===== src/rtl/cpu_pkg.sv =====
// Shared CPU definitions: instruction field positions, opcodes and the
// decoded control bundle handed from the decoder to the decode stage.
package cpu_pkg;

  localparam int DATA_W_DEF = 16;
  localparam int ADDR_W_DEF = 4;

  localparam int OPC_HI = 31;
  localparam int OPC_LO = 27;
  localparam int RD_HI  = 26;
  localparam int RD_LO  = 23;
  localparam int RS1_HI = 22;
  localparam int RS1_LO = 19;
  localparam int RS2_HI = 18;
  localparam int RS2_LO = 15;
  localparam int IMM_HI = 14;
  localparam int IMM_LO = 0;

  typedef enum logic [4:0] {
    OP_NOP = 5'd0,
    OP_ADD = 5'd1,
    OP_SUB = 5'd2,
    OP_AND = 5'd3,
    OP_OR  = 5'd4,
    OP_LDD = 5'd5,
    OP_STD = 5'd6,
    OP_LDM = 5'd7
  } opcode_e;

  typedef struct packed {
    logic [3:0] op;
    logic       reg_write;
    logic       mem_read;
    logic       mem_write;
    logic       use_rs1;
    logic       use_rs2;
  } ctrl_t;

endpackage


===== src/rtl/control_decoder.sv =====
// Purely combinational opcode decode: control bits plus which source
// registers the instruction actually reads (drives hazard detection).
module control_decoder
  import cpu_pkg::*;
(
  input  logic [4:0] i_opcode,
  output ctrl_t      o_ctrl
);

  always_comb begin
    o_ctrl = '0;
    case (i_opcode)
      OP_ADD, OP_SUB, OP_AND, OP_OR: begin
        o_ctrl.op        = i_opcode[3:0];
        o_ctrl.reg_write = 1'b1;
        o_ctrl.use_rs1   = 1'b1;
        o_ctrl.use_rs2   = 1'b1;
      end
      OP_LDD: begin
        o_ctrl.op        = i_opcode[3:0];
        o_ctrl.reg_write = 1'b1;
        o_ctrl.mem_read  = 1'b1;
        o_ctrl.use_rs1   = 1'b1;
      end
      OP_STD: begin
        o_ctrl.op        = i_opcode[3:0];
        o_ctrl.mem_write = 1'b1;
        o_ctrl.use_rs1   = 1'b1;
        o_ctrl.use_rs2   = 1'b1;
      end
      OP_LDM: begin
        o_ctrl.op        = i_opcode[3:0];
        o_ctrl.reg_write = 1'b1;
      end
      // NOP and every undefined opcode fall through as an all-zero bundle
      default: o_ctrl = '0;
    endcase
  end

endmodule


===== src/rtl/decode_stage.sv =====
// Decode stage: register-file addressing, load-use hazard stall, the ID/EX
// pipeline register and a saturating counter of load-use stall cycles.
module decode_stage
  import cpu_pkg::*;
#(
  parameter int DATA_W = DATA_W_DEF,
  parameter int ADDR_W = ADDR_W_DEF
) (
  input  logic                     clk,
  input  logic                     rst,
  input  logic                     id_valid,
  input  logic [31:0]              id_instr,
  input  logic [31:0]              id_pc,
  input  logic                     flush,
  output logic [ADDR_W-1:0]        rd_addr1,
  output logic [ADDR_W-1:0]        rd_addr2,
  input  logic [DATA_W-1:0]        rd_data1,
  input  logic [DATA_W-1:0]        rd_data2,
  output logic                     stall,
  output logic                     ex_valid,
  output logic [3:0]               ex_op,
  output logic [ADDR_W-1:0]        ex_rd,
  output logic [ADDR_W-1:0]        ex_rs1,
  output logic [ADDR_W-1:0]        ex_rs2,
  output logic signed [DATA_W-1:0] ex_a,
  output logic signed [DATA_W-1:0] ex_b,
  output logic signed [DATA_W-1:0] ex_imm,
  output logic                     ex_reg_write,
  output logic                     ex_mem_read,
  output logic                     ex_mem_write,
  output logic [31:0]              ex_pc,
  output logic [15:0]              stall_count
);

  ctrl_t                     w_ctrl;
  logic [ADDR_W-1:0]         w_rd;
  logic [ADDR_W-1:0]         w_rs1;
  logic [ADDR_W-1:0]         w_rs2;
  logic signed [IMM_HI:0]    w_imm_raw;
  logic signed [DATA_W-1:0]  w_imm;
  logic                      w_hazard;

  logic                      r_vld_p1;
  logic [3:0]                r_op_p1;
  logic [ADDR_W-1:0]         r_rd_p1;
  logic [ADDR_W-1:0]         r_rs1_p1;
  logic [ADDR_W-1:0]         r_rs2_p1;
  logic signed [DATA_W-1:0]  r_a_p1;
  logic signed [DATA_W-1:0]  r_b_p1;
  logic signed [DATA_W-1:0]  r_imm_p1;
  logic [31:0]               r_pc_p1;
  logic                      r_reg_write_p1;
  logic                      r_mem_read_p1;
  logic                      r_mem_write_p1;
  logic [15:0]               r_stall_cnt_p1;

  control_decoder u_ctrl (
    .i_opcode (id_instr[OPC_HI:OPC_LO]),
    .o_ctrl   (w_ctrl)
  );

  assign w_rd      = ADDR_W'(id_instr[RD_HI:RD_LO]);
  assign w_rs1     = ADDR_W'(id_instr[RS1_HI:RS1_LO]);
  assign w_rs2     = ADDR_W'(id_instr[RS2_HI:RS2_LO]);
  assign w_imm_raw = id_instr[IMM_HI:IMM_LO];
  assign w_imm     = DATA_W'(w_imm_raw);

  assign rd_addr1 = w_rs1;
  assign rd_addr2 = w_rs2;

  // Only a load in EX needs a bubble; ALU results reach EX via forwarding
  assign w_hazard = (w_ctrl.use_rs1 && (r_rd_p1 == w_rs1)) ||
                    (w_ctrl.use_rs2 && (r_rd_p1 == w_rs2));
  assign stall    = id_valid && r_vld_p1 && r_mem_read_p1 && w_hazard && !flush;

  // ID -> EX boundary
  always_ff @(posedge clk or posedge rst) begin
    if (rst) begin
      r_vld_p1       <= 1'b0;
      r_op_p1        <= '0;
      r_rd_p1        <= '0;
      r_rs1_p1       <= '0;
      r_rs2_p1       <= '0;
      r_a_p1         <= '0;
      r_b_p1         <= '0;
      r_imm_p1       <= '0;
      r_pc_p1        <= '0;
      r_reg_write_p1 <= 1'b0;
      r_mem_read_p1  <= 1'b0;
      r_mem_write_p1 <= 1'b0;
      r_stall_cnt_p1 <= '0;
    end else if (flush || stall) begin
      r_vld_p1       <= 1'b0;
      r_reg_write_p1 <= 1'b0;
      r_mem_read_p1  <= 1'b0;
      r_mem_write_p1 <= 1'b0;
      if (stall && (r_stall_cnt_p1 != 16'hFFFF))
        r_stall_cnt_p1 <= r_stall_cnt_p1 + 16'd1;
    end else begin
      r_vld_p1       <= id_valid;
      r_op_p1        <= w_ctrl.op;
      r_rd_p1        <= w_rd;
      r_rs1_p1       <= w_rs1;
      r_rs2_p1       <= w_rs2;
      r_a_p1         <= rd_data1;
      r_b_p1         <= rd_data2;
      r_imm_p1       <= w_imm;
      r_pc_p1        <= id_pc;
      r_reg_write_p1 <= id_valid && w_ctrl.reg_write;
      r_mem_read_p1  <= id_valid && w_ctrl.mem_read;
      r_mem_write_p1 <= id_valid && w_ctrl.mem_write;
    end
  end

  assign ex_valid     = r_vld_p1;
  assign ex_op        = r_op_p1;
  assign ex_rd        = r_rd_p1;
  assign ex_rs1       = r_rs1_p1;
  assign ex_rs2       = r_rs2_p1;
  assign ex_a         = r_a_p1;
  assign ex_b         = r_b_p1;
  assign ex_imm       = r_imm_p1;
  assign ex_pc        = r_pc_p1;
  assign ex_reg_write = r_reg_write_p1;
  assign ex_mem_read  = r_mem_read_p1;
  assign ex_mem_write = r_mem_write_p1;
  assign stall_count  = r_stall_cnt_p1;

endmodule

===== config.mk =====
export PLATFORM = sky130hd
export DESIGN_NAME = decode_stage
export DESIGN_NICKNAME = d
export VERILOG_FILES = /design/src/rtl/cpu_pkg.sv /design/src/rtl/control_decoder.sv /design/src/rtl/decode_stage.sv
export SDC_FILE = /design/constraint.sdc
export NUM_CORES = 1
export LEC_CHECK = 0
export ABC_AREA = 1
export CORE_MARGIN = 2
export CORE_UTILIZATION = 43
export CTS_BUF_LIST = sky130_fd_sc_hd__clkbuf_4 sky130_fd_sc_hd__clkbuf_8
export CTS_CLUSTER_SIZE = 8
export DETAILED_ROUTE_END_ITERATION = 10
export GPL_TIMING_DRIVEN = 0
export PLACE_DENSITY = 0.85
export SLEW_MARGIN = 20
export SYNTH_ARGS = -nofsm -noshare
export SYNTH_HDL_FRONTEND = slang
export SYNTH_SLANG_ARGS = --single-unit

===== constraint.sdc =====
create_clock -name clk -period 5.1 [get_ports clk]
set_input_delay 1.02 -clock clk [delete_from_list [all_inputs] [get_ports clk]]
set_output_delay 1.02 -clock clk [all_outputs]
set_load 0.02 [all_outputs]

==> impl_metrics.json <==
{
  "status": "finished, final reports clean",
  "synth_edf_count": 0,
  "vias": 4735,
  "cts_max_path_buffers": 2,
  "antenna_found_initial": 0,
  "post_dp_cell_area_sq_um": 7470,
  "fmax_mhz": 254,
  "antenna_left": 0,
  "dp_slack_ns": 1.14,
  "grt_first_pass_wirelength_microns": 22900,
  "row_count": 39,
  "hold_class": "flop to flop",
  "finalWorstPathRequiredPeriod_ns": 3.94,
  "postLayoutCellArea_sq_um": 7920,
  "endpoint_kind": "output port",
  "die_h_microns": 112,
  "area_delta_synth_final_pct": 58.0,
  "arrival_ns": 2.92,
  "timing.final.ws_setup_ns": 1.16,
  "first_iter_violations": 262,
  "routed_wl_microns": 14000,
  "yosysTopAreaCell": "dfrtp_1",
  "setup_tns_ns": 0,
  "grt_start_max_net_pins": 63,
  "crit_type": "input pin to output port",
  "place.gp.congestion": 0.860,
  "drv_cap": 0,
  "grt_usage_pct": 23.1,
  "path_max_fanout": 7,
  "rsz0062_at_grt": "false",
  "netlist_area_sq_um": 5010,
  "ys.flop_type": "dfrtp_1",
  "fin_crit_sh_pct": 77.3,
  "initial_core_util_pct": 43.9,
  "cts.repair.resized": 0,
  "ios": 225,
  "cp-start-kind": "input pin",
  "clock_latency_ns": 0.41,
  "setup_violations": 0,
  "syn-num-nets": 703,
  "grt_overflow": 0,
  "p_leak_nw": 3.93,
  "yosys.area.top_type_share_pct": 57.4,
  "post_cts_buffers": 0,
  "dp_cells": 970,
  "drive_gt1_share_pct": 8.86,
  "ir_drop_uv": 199,
  "r2r-start": "stall_count[0]",
  "regToRegSetupSlack_ns": 3.12,
  "antenna_cells": 0,
  "met2_usage_pct": 40.0,
  "tightestPinTransition_ns": 0.498,
  "async_flop_share_pct": 100,
  "die_area_sq_um": 12500,
  "grt_pass1_vias": 4713,
  "stdcell_count": 1001,
  "clk_pin_slew_ns": 0.06,
  "grt_busiest_layer": "met2",
  "dp_hpwl_microns": 10500,
  "hold_buffers": 0,
  "syn_avg_cell_area_sq_um": 8.33,
  "synth.distinct_cells": 24,
  "ys_seq_area_share_pct": 57.4,
  "synthesis.instances": 602,
  "required_ns": 4.08,
  "power.density_nw_per_um2": 308,
  "grt_use_met3_pct": 6.10,
  "hp-start": "ex_imm[9]",
  "fin_nets": 947,
  "cts_sinks": 115,
  "synth_area_leaders": "dfrtp_1 57%, nand2_1 26%, buf_4 2.5%",
  "via_per_inst": 4.73,
  "p_total_mw": 2.44,
  "die_w_microns": 112,
  "drt_pass1_iterations": 4,
  "finClkSkew_ns": 0.0116,
  "cts_tree": "built",
  "timing.hold.ws_ns": 0.478,
  "cts-htree-levels": 4,
  "cts_buffers": 17,
  "crit_start": "id_instr[30]",
  "wl_per_cell_microns": 14.0,
  "cts_root_buf": "clkbuf_8",
  "portBuffers": 224,
  "drc_errors": 0,
  "yosys_warnings": 0,
  "relSlewSlack_pct": 66.8,
  "met1_usage_pct": 28.8,
  "finalHoldViolations": 0,
  "finalMaxSlewViolations": 0,
  "ys_seq_elements": 115,
  "finish.utilization_pct": 69.3,
  "core_sq_um": 11400
}
## registers in the layout, summed over array words and instances, names as in the netlist
register / cells
ex_b: 16
ex_rd: 4
ex_rs1: 4
ex_reg_write: 1
ex_op: 4
stall_count: 16
ex_valid: 1
ex_rs2: 4
ex_imm: 15
ex_mem_read: 1
ex_mem_write: 1
ex_pc: 32
ex_a: 16
## cell usage after synthesis, types with 2 or more instances
master,n
buf_2,12
buf_4,17
buf_6,2
dfrtp_1,115
inv_1,22
inv_2,2
nand2_1,341
nand2_2,4
nand3_1,10
nand4_1,19
nor2_1,19
nor2_2,2
nor2_4,2
nor3_1,5
o21ai_0,7
xnor2_1,4
xor2_1,12
## placed cells by master, fill, tap and decap left out, types with 12 or more instances in the layout
master,count
buf_2,12
nor2_1,19
nand4_1,19
nand2_1,341
buf_4,17
xor2_1,12
clkdlybuf4s50_1,224
clkbuf_8,18
inv_1,21
dfrtp_1,115
## per-layer routing
metal | vias up | share of wire [%]
li1 | 2337 | -
met3 | 18 | 7.3
met1 | 2197 | 42
met4 | 0 | 1.8
met2 | 183 | 49
met5 | - | 0
## worst max-delay path, stage by stage
cell             delay, ns
clkdlybuf4s50_1       0.46
nor2_4                0.22
nand3_1               0.17
nand2_1               0.10
nand2_1               0.09
nand2_2               0.10
nand2_2               0.07
nor2_1                0.08
clkdlybuf4s50_1       0.61
## cell type report
| class | instances | area [sq um] |
|---|---|---|
| fill | 900 | 3500 |
| sequential | 115 | 2880 |
| timing repair buffer | 225 | 2270 |
| multi-input combinational | 430 | 1830 |
| clock buffer | 21 | 270 |
| buffer | 33 | 218 |
| clock inverter | 10 | 181 |
| tap | 143 | 179 |
| inverter | 24 | 95.1 |
## path summary, 6_finish.rpt
check	to	depth (start not counted)
max	stall	9
min	ex_imm[9]	2
max reg2reg	stall_count[8]	9
min reg2reg	ex_imm[9]	2
max in group asynchronous	ex_pc[7]	3
min in group asynchronous	ex_pc[1]	2
## report_power, final
part	total, mW	internal, mW	switching (mW)
registers	1.02	0.978	0.0375
logic	0.467	0.234	0.233
clock network	0.959	0.607	0.351
total	2.44	1.82	0.622
## cells by family (layout without fill, tap and decap cells)
| group | after synthesis | count (layout) | synth area share [%] |
|---|---|---|---|
| compound gates | 9 | 9 | 0.973 |
| xor+xnor | 16 | 16 | 2.80 |
| fa+ha+maj | 1 | 1 | 0.250 |
| buf+inv | 57 | 313 | 6.14 |
| flops | 115 | 115 | 57.4 |
| simple gates | 404 | 404 | 32.4 |
(Power assumes the default switching activity.)
